<file path="config.mk">
export PLATFORM = sky130hd
export DESIGN_NAME = alu_result_stage
export DESIGN_NICKNAME = d
export VERILOG_FILES = /design/src/rtl/alu_result_stage_pkg.sv /design/src/rtl/alu_result_stage_fifo.sv /design/src/rtl/alu_result_stage.sv
export SDC_FILE = /design/constraint.sdc
export NUM_CORES = 1
export LEC_CHECK = 0
export BUFFER_PORTS_ARGS = -buffer_cell sky130_fd_sc_hd__buf_2
export CAP_MARGIN = 30
export CORE_AREA = 2 2 162 100
export CTS_BUF_LIST = sky130_fd_sc_hd__clkbuf_8
export CTS_CLUSTER_SIZE = 16
export DETAILED_ROUTE_END_ITERATION = 16
export DIE_AREA = 0 0 164 102
export PLACE_DENSITY_LB_ADDON = 0.25
export SLEW_MARGIN = 20
export SYNTH_ARGS = -nofsm -noshare
export SYNTH_HDL_FRONTEND = slang
export SYNTH_SLANG_ARGS = --single-unit
export TNS_END_PERCENT = 30
</file>
<file path="constraint.sdc">
create_clock -name clock -period 19.09 [get_ports clock]
set_input_delay 4.7725 -clock clock [delete_from_list [all_inputs] [get_ports clock]]
set_output_delay 4.7725 -clock clock [all_outputs]
set_load 0.02 [all_outputs]
</file>
<file path="src/rtl/alu_result_stage_pkg.sv">
// Shared opcode encodings, result-kind encoding and the opcode classifier
// used by the ALU result stage.
package alu_result_stage_pkg;

  localparam logic [4:0] OP_LD   = 5'd0;
  localparam logic [4:0] OP_LDI  = 5'd1;
  localparam logic [4:0] OP_ST   = 5'd2;
  localparam logic [4:0] OP_ADD  = 5'd3;
  localparam logic [4:0] OP_SUB  = 5'd4;
  localparam logic [4:0] OP_AND  = 5'd5;
  localparam logic [4:0] OP_OR   = 5'd6;
  localparam logic [4:0] OP_SHR  = 5'd7;
  localparam logic [4:0] OP_SHRA = 5'd8;
  localparam logic [4:0] OP_SHL  = 5'd9;
  localparam logic [4:0] OP_ROR  = 5'd10;
  localparam logic [4:0] OP_ROL  = 5'd11;
  localparam logic [4:0] OP_ADDI = 5'd12;
  localparam logic [4:0] OP_MUL  = 5'd15;
  localparam logic [4:0] OP_DIV  = 5'd16;
  localparam logic [4:0] OP_NEG  = 5'd17;
  localparam logic [4:0] OP_NOT  = 5'd18;
  localparam logic [4:0] OP_BR   = 5'd19;

  typedef enum logic [1:0] {
    KIND_GPR  = 2'd0,
    KIND_HILO = 2'd1,
    KIND_MAR  = 2'd2,
    KIND_PC   = 2'd3
  } kind_t;

  typedef struct packed {
    kind_t kind;
    logic  drop;
  } class_t;

  // Opcodes outside every sink group (including 13, 14 and 20+) are dropped.
  function automatic class_t classify(input logic [4:0] op);
    class_t c;
    c.kind = KIND_GPR;
    c.drop = 1'b0;
    if (op == OP_LD || op == OP_ST)
      c.kind = KIND_MAR;
    else if (op == OP_MUL || op == OP_DIV)
      c.kind = KIND_HILO;
    else if (op == OP_BR)
      c.kind = KIND_PC;
    else if (op inside {OP_LDI, [OP_ADD:OP_ADDI], OP_NEG, OP_NOT})
      c.kind = KIND_GPR;
    else
      c.drop = 1'b1;
    return c;
  endfunction

endpackage

</file>
<file path="src/rtl/alu_result_stage_fifo.sv">
// Small synchronous in-order FIFO holding classified ALU results.
// The head entry is read combinationally from registered storage.
module result_fifo #(
  parameter int DEPTH = 2,
  parameter int WIDTH = 8
) (
  input  logic             clock,
  input  logic             clear,
  input  logic             push,
  input  logic             pop,
  input  logic [WIDTH-1:0] push_data,
  output logic [WIDTH-1:0] head_data,
  output logic             full,
  output logic             empty
);

  localparam int PTR_W = $clog2(DEPTH);
  localparam int CNT_W = $clog2(DEPTH + 1);

  logic [WIDTH-1:0] mem [DEPTH];
  logic [PTR_W-1:0] wr_ptr;
  logic [PTR_W-1:0] rd_ptr;
  logic [CNT_W-1:0] count;
  logic             do_push;
  logic             do_pop;

  assign full      = (count == CNT_W'(DEPTH));
  assign empty     = (count == '0);
  assign do_push   = push && !full;
  assign do_pop    = pop && !empty;
  assign head_data = mem[rd_ptr];

  // Pointers wrap naturally because DEPTH is a power of two.
  always_ff @(posedge clock) begin
    if (clear) begin
      wr_ptr <= '0;
      rd_ptr <= '0;
      count  <= '0;
    end else begin
      if (do_push) wr_ptr <= wr_ptr + 1'b1;
      if (do_pop)  rd_ptr <= rd_ptr + 1'b1;
      if (do_push && !do_pop)
        count <= count + 1'b1;
      else if (do_pop && !do_push)
        count <= count - 1'b1;
    end
  end

  always_ff @(posedge clock) begin
    if (do_push && !clear) mem[wr_ptr] <= push_data;
  end

endmodule

</file>
<file path="src/rtl/alu_result_stage.sv">
// ALU result stage: classifies each result, buffers it in order and steers
// the head entry to the GPR port, HI/LO pair, MAR strobe or PC strobe.
module alu_result_stage
  import alu_result_stage_pkg::*;
#(
  parameter int DEPTH  = 2,
  parameter int DATA_W = 32,
  parameter int DROP_W = 8
) (
  input  logic              clock,
  input  logic              clear,
  input  logic              in_valid,
  output logic              in_ready,
  input  logic [4:0]        in_opcode,
  input  logic [3:0]        in_dest,
  input  logic [DATA_W-1:0] in_zlow,
  input  logic [DATA_W-1:0] in_zhigh,
  output logic              wb_valid,
  input  logic              wb_ready,
  output logic [3:0]        wb_dest,
  output logic [DATA_W-1:0] wb_data,
  output logic              mar_valid,
  output logic [DATA_W-1:0] mar_data,
  output logic              pc_valid,
  output logic [DATA_W-1:0] pc_data,
  output logic [DATA_W-1:0] hi_q,
  output logic [DATA_W-1:0] lo_q,
  output logic [DROP_W-1:0] drop_cnt
);

  localparam int ENTRY_W = 2 + 4 + 2 * DATA_W;

  class_t              in_class;
  logic                accept;
  logic                push;
  logic                pop;
  logic                full;
  logic                empty;
  logic [ENTRY_W-1:0]  push_entry;
  logic [ENTRY_W-1:0]  head_entry;
  kind_t               head_kind;
  logic [3:0]          head_dest;
  logic [DATA_W-1:0]   head_zlow;
  logic [DATA_W-1:0]   head_zhigh;

  always_comb in_class = classify(in_opcode);

  assign in_ready   = !full;
  assign accept     = in_valid && in_ready;
  assign push       = accept && !in_class.drop;
  assign push_entry = {in_class.kind, in_dest, in_zhigh, in_zlow};

  result_fifo #(
    .DEPTH (DEPTH),
    .WIDTH (ENTRY_W)
  ) u_fifo (
    .clock     (clock),
    .clear     (clear),
    .push      (push),
    .pop       (pop),
    .push_data (push_entry),
    .head_data (head_entry),
    .full      (full),
    .empty     (empty)
  );

  assign head_kind  = kind_t'(head_entry[ENTRY_W-1 -: 2]);
  assign head_dest  = head_entry[2*DATA_W+3 -: 4];
  assign head_zhigh = head_entry[2*DATA_W-1 -: DATA_W];
  assign head_zlow  = head_entry[DATA_W-1:0];

  // Only GPR writes can stall the head; every other kind retires immediately.
  assign wb_valid  = !empty && (head_kind == KIND_GPR);
  assign mar_valid = !empty && (head_kind == KIND_MAR);
  assign pc_valid  = !empty && (head_kind == KIND_PC);
  assign pop       = !empty && ((head_kind != KIND_GPR) || wb_ready);

  assign wb_dest  = head_dest;
  assign wb_data  = head_zlow;
  assign mar_data = head_zlow;
  assign pc_data  = head_zlow;

  always_ff @(posedge clock) begin
    if (clear) begin
      hi_q <= '0;
      lo_q <= '0;
    end else if (!empty && (head_kind == KIND_HILO)) begin
      hi_q <= head_zhigh;
      lo_q <= head_zlow;
    end
  end

  always_ff @(posedge clock) begin
    if (clear)
      drop_cnt <= '0;
    else if (accept && in_class.drop && (drop_cnt != {DROP_W{1'b1}}))
      drop_cnt <= drop_cnt + 1'b1;
  end

endmodule

</file>
==> results.md, run 1 <==
- Top Metal Used: met4
- Netlist area before placement: between 0.008 and 0.009 sq mm
- Crit start category: flop
- Core area: 0.01520 sq mm
- Post-Route WL: around 17,000 microns
- Combinational share of power: roughly 30%
- DRC violation total after the first TritonRoute iteration: about 290
- Worst path cell trace: buf_4 -> mux2_2 -> buf_2
- Top cell family by delay on the critical path: buffers and inverters
- Detail Route Antenna Nets: 0
- Post-placement cell area: 0.009399 sq mm
- Largest net degree at the start of global routing: 77
- Mapped Cells: about 620
- Placed wire-length estimate after detailed placement: approximately 11,000 microns
- Power per unit of standard cell area: 131.3 mW/mm^2
- Max_slew headroom: between 30% and 40%
- Hold path start: lo_q[11]$_SDFFE_PP0P_
- Most frequent cell after synthesis: edfxtp_1
- Area Overhead vs Synth: 15.87%
- Clock Root Buffer: clkbuf_8
- Vert. Die Dim: 102 microns
- Setup bufs post-CTS: 0
- Routability Congestion: 0.7670
- Shortest period the worst path allows: around 7 ns
- Main synth FF type: edfxtp_1
- Min-Delay Path Class: flop to flop
- Leakage power: between 4 and 5 nW
- Final Hold Fails: 0
- DRC violation count after routing: 0
- Switching pwr: between 0.4 and 0.5 mW
- Total overflow reported by the global router: 0
- Sort of element at the end of the critical path: output port
- Aggregate global-route resource usage: 19.62%
- # H-tree levels: 2
- Sequential cell area: around 0.0057 sq mm
- Max Clock Freq: 139.0 MHz
- Worst-case register-to-register setup slack: around 16 ns
- Hold Slack: ~0.48 ns
- Largest incremental delay on the critical path: around 0.68 ns
- Count of cells resized by post-cts repair: 0
- Average wire length per cell after detail routing: between 15 and 20 microns
- Data arrival time of the critical path: roughly 2.4 ns
- Initial Utilization: around 57%
- Via count of the first global-routing pass: slightly above 5,000
- TritonCTS clock tree: done
- Met3 Wirelength: 1283 microns
- Maxcap violations: 0
- Final sum of negative setup slack: 0 ns
- Proportion of netlist area held by the largest area contributor: roughly half
- First-pass detailed-route iteration total: 4
- Area taken by multi-input logic gates: roughly 0.0021 sq mm
- Met1 Wirelength: 7298 microns
- Instance count along the most critical hold path: 2
- Sequential cell fraction of total power: approximately 43%
- Async set or reset register ratio after synthesis: 0%
- Mean area per synthesized cell: approximately 14 sq um
- Average via count per standard cell: 5.071
- Worst Tran Pin Value: 0.9099 ns
- Sequential fraction of the synthesis area: 66.06%
- Vias: roughly 5,200
- Die W: ~160 microns
- Synth cell count leaders: 140 x edfxtp_1, 101 x buf_4, 77 x dfxtp_1, 77 x nor2_1, 67 x mux2i_1
- Detailed route wirelength on metal2: a little over 8000 microns
- Number of enable flip-flop cells after synthesis: 140
- Worst-skew pair later-pin latency: 0.48 ns
- Start-to-end type of the worst setup path: flop to output port
- Post-Syn Nets: around 700
- Yosys warnings: 0
- Filler cell count: roughly 1,100
- Data required time at the worst endpoint: around 14 ns
- Final critical-path share of the clock period: between 30% and 40%
- FF+latch count, synth: 217
- Crit-path max FO: 37
- Worst reg-to-reg path cell count: 5
- Maximum vdd drop: around 0.062 mV
- Endpoint of the most critical register-to-register path: lo_q[5]$_SDFFE_PP0P_
- Number of buffers inserted during clock tree synthesis: 34
- Area enclosed by the die boundary: roughly 0.017 sq mm
- Setup-failing EPs final: 0
- Clock transition at the registers of the reported paths: approximately 0.06 ns
- Share of total power consumed by net switching: between 30% and 40%
- CTS Hold Buffers Added: 0
- Total internal power: about 0.9 mW
- CP bufs+invs: 2
- Cells taking the most area after synthesis: edfxtp_1 48%, dfxtp_1 18%, buf_4 8.7%, mux2i_1 7.7%, mux2_2 5.2%
- Number of pins exceeding their max-slew limit in the final report: 0
- Placed Instances: ~960
- Clock Skew: about 0.023 ns
- Antenna cells: 0
- Hold worst-path end: lo_q[11]$_SDFFE_PP0P_
- Slowest-stage cell, CP: dfxtp_4
- Unrepaired setup endpoints after global routing: false
- Post-route cell area: 0.01008 sq mm
- Count of clock tree sinks: about 220
- Number of primary I/O pins: ~250
- Fraction of final layout cells with drive strength greater than 1: a little over two fifths
- Library cells used by synthesis: 36
- NumNets Final: a little under 900
- Cell taking the most area after synthesis: edfxtp_1
- Finished Layout Cells: 1,019
- Clock tree buffer depth: 3
- Buffers on Ports: around 250
- Number of rows created at floorplan: 35
- Initial antenna violation count: 0
- Outcome: completed
- Global-route wire length before repair: 25,480 microns
- Clock share of power: between 20 and 30%
cells by family after synthesis:
logic type | after synthesis | synth area share (%)
compound gates | 50 | 4.258
buf+inv | 130 | 10.24
mux | 108 | 13.06
simple gates | 113 | 5.682
fa+ha+maj | 2 | 0.2877
flops | 217 | 66.06
xor+xnor | 4 | 0.4029
cells in the final DEF, fill, tap and decap left out, types with 4 or more instances in the layout:
cell      synthesis  layout
a211oi_1         28      28
a211oi_2          4       4
a21oi_1           4       4
buf_2            13     252
buf_4           101       5
clkbuf_8          0      42
clkinv_1          0       6
dfxtp_1          77      76
edfxtp_1        140     140
inv_1             2      14
mux2_2           40      40
mux2i_1          67      67
nand2_1           6       6
nand3_1           6       6
nor2_1           77      77
nor2b_1           4       4
o21ai_0           8       8
cell type report:
| type | count | share of cell area, % |
|---|---|---|
| inverter | 2 | 0.07450 |
| sequential | 217 | 57.05 |
| timing repair buffer | 259 | 13.27 |
| clock buffer | 42 | 5.736 |
| clock inverter | 19 | 0.7201 |
| tap | 203 | 2.520 |
| multi-input combinational | 277 | 20.62 |
metal layers:
layer | track usage (%) | vias up
li1 | - | 2485
met5 | 0 | -
met2 | 33.00 | 214
met1 | 25.02 | 2447
met3 | 5.925 | 21
met4 | 5.601 | 0
power groups by stage:
stage               Clock (mW)  Sequential, mW  Combinational, mW
floorplan                    0           0.600              0.326
global placement             0           0.582              0.382
detailed placement           0           0.584              0.388
CTS                      0.375           0.574              0.390
global route             0.397           0.580              0.417
finish                   0.363           0.574              0.386
metrics by stage:
step | util, % | setup slack [ns] | power, mW
after floorplan | - | 6.517 | 0.9264
after global placement | 61.78 | 12.21 | 0.9635
after detailed placement | 61.85 | 12.15 | 0.9718
after CTS | 66.13 | 11.86 | 1.339
after global routing | 66.32 | 11.73 | 1.394
final | 66.32 | 11.90 | 1.323
worst min-delay path: cells and delay by family, from the launching register on:
family	cells	cell delay, ns
flip-flops	1	0.32
multiplexers	1	0.06
AND/OR/NAND/NOR	1	0.07
flip-flops by register name, summed over array words and instances, names as in the netlist, named ones only:
| signal | cells |
|---|---|
| u_fifo.mem | 140 |
| hi_q | 32 |
| lo_q | 32 |
| drop_cnt | 8 |
| u_fifo.count | 2 |
| u_fifo.rd_ptr | 1 |
| u_fifo.wr_ptr | 1 |
worst max-delay path by stage:
stage	to	slack, ns	depth (start not counted)	start
6_report	pc_data[14]	11.90	3	flop
5_1_grt	wb_data[14]	11.73	3	flop
4_1_cts	mar_data[22]	11.86	3	flop
3_5_place_dp	u_fifo.mem[1][17]$_DFFE_PP_	12.15	5	in_opcode[1]
3_3_place_gp	u_fifo.mem[1][38]$_DFFE_PP_	12.21	5	in_opcode[1]
2_1_floorplan	u_fifo.mem[0][0]$_DFFE_PP_	6.52	3	clear
Note: power is estimated with default switching activity, not from simulation.
==> run 2, diff against run 1 <==
--- a/config.mk
+++ b/config.mk
@@ -7,11 +7,11 @@
 export LEC_CHECK = 0
 export BUFFER_PORTS_ARGS = -buffer_cell sky130_fd_sc_hd__buf_2
 export CAP_MARGIN = 30
-export CORE_AREA = 2 2 162 100
+export CORE_AREA = 2 2 177 110
 export CTS_BUF_LIST = sky130_fd_sc_hd__clkbuf_8
 export CTS_CLUSTER_SIZE = 16
 export DETAILED_ROUTE_END_ITERATION = 16
-export DIE_AREA = 0 0 164 102
+export DIE_AREA = 0 0 179 112
 export PLACE_DENSITY_LB_ADDON = 0.25
 export SLEW_MARGIN = 20
 export SYNTH_ARGS = -nofsm -noshare
==> constraint.sdc (replaced) <==
create_clock -name clock -period 6 [get_ports clock]
set_input_delay 1.5 -clock clock [delete_from_list [all_inputs] [get_ports clock]]
set_output_delay 1.5 -clock clock [all_outputs]
set_load 0.02 [all_outputs]
==> run 2 against run 1 <==
Net effect: combinational power grew to 3.2 times the previous value; register-to-register slack worse by 13 ns; clock-buffer cell count down 5; first-iteration DRC count is 5.5% higher; clock power grew to 3.6 times the previous value; hold slack improved by 0.0014 ns; critical endpoint is now mar_valid.
==> results.md, run 2 (synthesis results as in run 1) <==
- DRC violation count after routing: 0 (unchanged)
- Total overflow reported by the global router: 0 (unchanged)
- Least setup slack across all paths after layout: 2.134 ns (-9.764 ns)
- Worst setup slack after placement: 2.345 ns (-9.804 ns)
- Sort of element at the end of the critical path: output port
- Die W: 179 microns (+9.1%)
- Buffers on Ports: 252 (unchanged)
- First-pass detailed-route iteration total: 5 (+1)
- Antenna cells: 0 (unchanged)
- Post-Route WL: 17,210 microns (+1.8%)
- Setup bufs post-CTS: 0 (unchanged)
- Worst-case register-to-register setup slack: 3.48 ns (-12.73 ns)
- CTS Hold Buffers Added: 0 (unchanged)
- Clock Skew: 0.02078 ns (-0.002363 ns)
- Worst reg-to-reg path cell count: 5 (unchanged)
- Core area: 0.01849 sq mm (+22%)
- Maxcap violations: 0 (unchanged)
- Data arrival time of the critical path: 2.37 ns (-0.05 ns)
- Unrepaired setup endpoints after global routing: false
- DRC violation total after the first TritonRoute iteration: 305 (+5.5%)
- Average via count per standard cell: 4.892 (-3.5%)
- Power per unit of standard cell area: 427.2 mW/mm^2 (+230%)
- Clock tree buffer depth: 3 (unchanged)
- Largest register by flop count: u_fifo.mem
- Max Clock Freq: about 260 MHz
- Placed wire-length estimate after detailed placement: 11,350 microns (+1.0%)
- Setup-failing EPs final: 0 (unchanged)
- Hold worst-path end: lo_q[7]$_SDFFE_PP0P_
- Hold path start: lo_q[7]$_SDFFE_PP0P_
- Hold Slack: 0.4861 ns (+0.001351 ns)
- Instance count along the most critical hold path: 2 (unchanged)
- Shortest period the worst path allows: a little under 4 ns
- Count of cells resized by post-cts repair: 0 (unchanged)
- Global-route wire length before repair: 26,120 microns (+2.5%)
- Final sum of negative setup slack: 0 ns (unchanged)
- Worst path cell trace: mux2i_1 -> o21ai_0 -> nor2_1 -> buf_2
- Slowest-stage cell, CP: dfxtp_4
- Initial antenna violation count: 0 (unchanged)
- Clock Root Buffer: clkbuf_8
- Data required time at the worst endpoint: 4.50 ns (-9.82 ns)
- Filler cell count: 1,588 (+39%)
- Area Overhead vs Synth: 17.55%
- Vias: 5,205 (+0.74%)
- Final critical-path share of the clock period: between 60 and 70%
- Worst Tran Pin Value: 0.9367 ns (+0.02681 ns)
- Crit start category: flop
- Leakage power: 4.043 nW (+0.54%)
- Number of pins exceeding their max-slew limit in the final report: 0 (unchanged)
- Largest registers: u_fifo.mem: 140 flops, hi_q: 32 flops, lo_q: 32 flops
- Fraction of final layout cells with drive strength greater than 1: 43.89% (+0.63 points)
- Crit-path max FO: 49 (+32%)
- Via count of the first global-routing pass: 5,127 (+1.3%)
- Maximum vdd drop: 0.2552 mV (+310%)
- Largest net degree at the start of global routing: 81 (+5.2%)
- Count of clock tree sinks: 217 (unchanged)
- Endpoint of the most critical register-to-register path: lo_q[14]$_SDFFE_PP0P_
- Average wire length per cell after detail routing: 16.18 microns (-2.5%)
- Routability Congestion: 0.7277 (-5.1%)
- Start-to-end type of the worst setup path: flop to output port
- Detail Route Antenna Nets: 0 (unchanged)
- Fin util: 55.28% (-11 points)
- Most frequent standard cell in the layout excluding fill and tap cells: buf_2
- Initial Utilization: 47.03% (-10 points)
- TritonCTS clock tree: done
- Aggregate global-route resource usage: 16.63% (-3.0 points)
- # H-tree levels: 2 (unchanged)
- Area taken by multi-input logic gates: 0.002087 sq mm (+0.42%)
- Area enclosed by the die boundary: 0.02005 sq mm (+20%)
- Max_slew headroom: 37.55% (-1.8 points)
- Number of rows created at floorplan: 39 (+11%)
- Final Hold Fails: 0 (unchanged)
- Number of buffers inserted during clock tree synthesis: 34 (unchanged)
- Min-Delay Path Class: flop to flop
- Vert. Die Dim: 112 microns (+9.8%)
- Sequential cell area: 0.005749 sq mm (unchanged)
- Outcome: completed
- Number of primary I/O pins: 253 (unchanged)
- Worst-skew pair later-pin latency: 0.50 ns (+0.02 ns)
- Largest register FFs: 140 (unchanged)
- NumNets Final: 872 (+0.23%)
- Largest incremental delay on the critical path: 0.83 ns (+0.15 ns)
- Clock transition at the registers of the reported paths: 0.06 ns (about the same)
- Commonest non-fill, non-tap cells in the layout: 252 x buf_2, 140 x edfxtp_1, 77 x nor2_1, 76 x dfxtp_1, 67 x mux2i_1
==> run 2: changes by cell type in the layout (fill, tap and decap cells not counted), sizes merged <==
cell	before	now
inv	14	12
clkbuf	42	37
bufinv	0	4
buf	259	261
clkinvlp	0	3
==> run 2: power breakdown <==
part,switching (mW),internal (mW)
Combinational,0.755,0.464
Sequential,0.116,1.73
Clock,0.558,0.746
==> run 2: through the flow <==
stage	power, mW	cell area [sq um]	std cells
2_1_floorplan	2.944	8712	624
3_3_place_gp	3.084	9465	1001
3_5_place_dp	3.111	9500	1003
4_1_cts	4.432	10220	1064
5_1_grt	4.599	10220	1064
6_report	4.368	10220	1064
==> run 2: worst max-delay path, delay by kind of cell, from the launching register on <==
kind	cells	cell delay, ns
flip-flops	1	0.83
multiplexers	1	0.51
buffers and inverters	1	0.18
AND/OR/NAND/NOR	1	0.14
AO/OA/AOI/OAI	1	0.22
==> run 2: per-layer routing <==
metal  part of all wire (%)  track usage (%)
met1                     42            20.09
met2                     48            27.90
met3                    8.5            5.806
met4                    2.0            5.312
met5                      0                0
==> run 2: cell type report <==
class | instances | share of cell area, %
Clock inverter | 24 | 2.093
Clock buffer | 37 | 4.981
Inverter | 2 | 0.07343
Multi-Input combinational cell | 277 | 20.41
Sequential cell | 217 | 56.24
Tap cell | 246 | 3.011
Timing Repair Buffer | 261 | 13.19
==> run 2: how the worst max path moves through the flow <==
stage / endpoint / start / slack [ns]
2_1_floorplan: u_fifo.mem[0][0]$_DFFE_PP_ / in_opcode[1] / 1.31
3_3_place_gp: u_fifo.mem[1][64]$_DFFE_PP_ / in_opcode[1] / 2.32
3_5_place_dp: u_fifo.mem[1][14]$_DFFE_PP_ / in_opcode[1] / 2.34
4_1_cts: mar_valid / flop / 2.08
5_1_grt: mar_valid / flop / 1.94
6_report: mar_valid / flop / 2.13
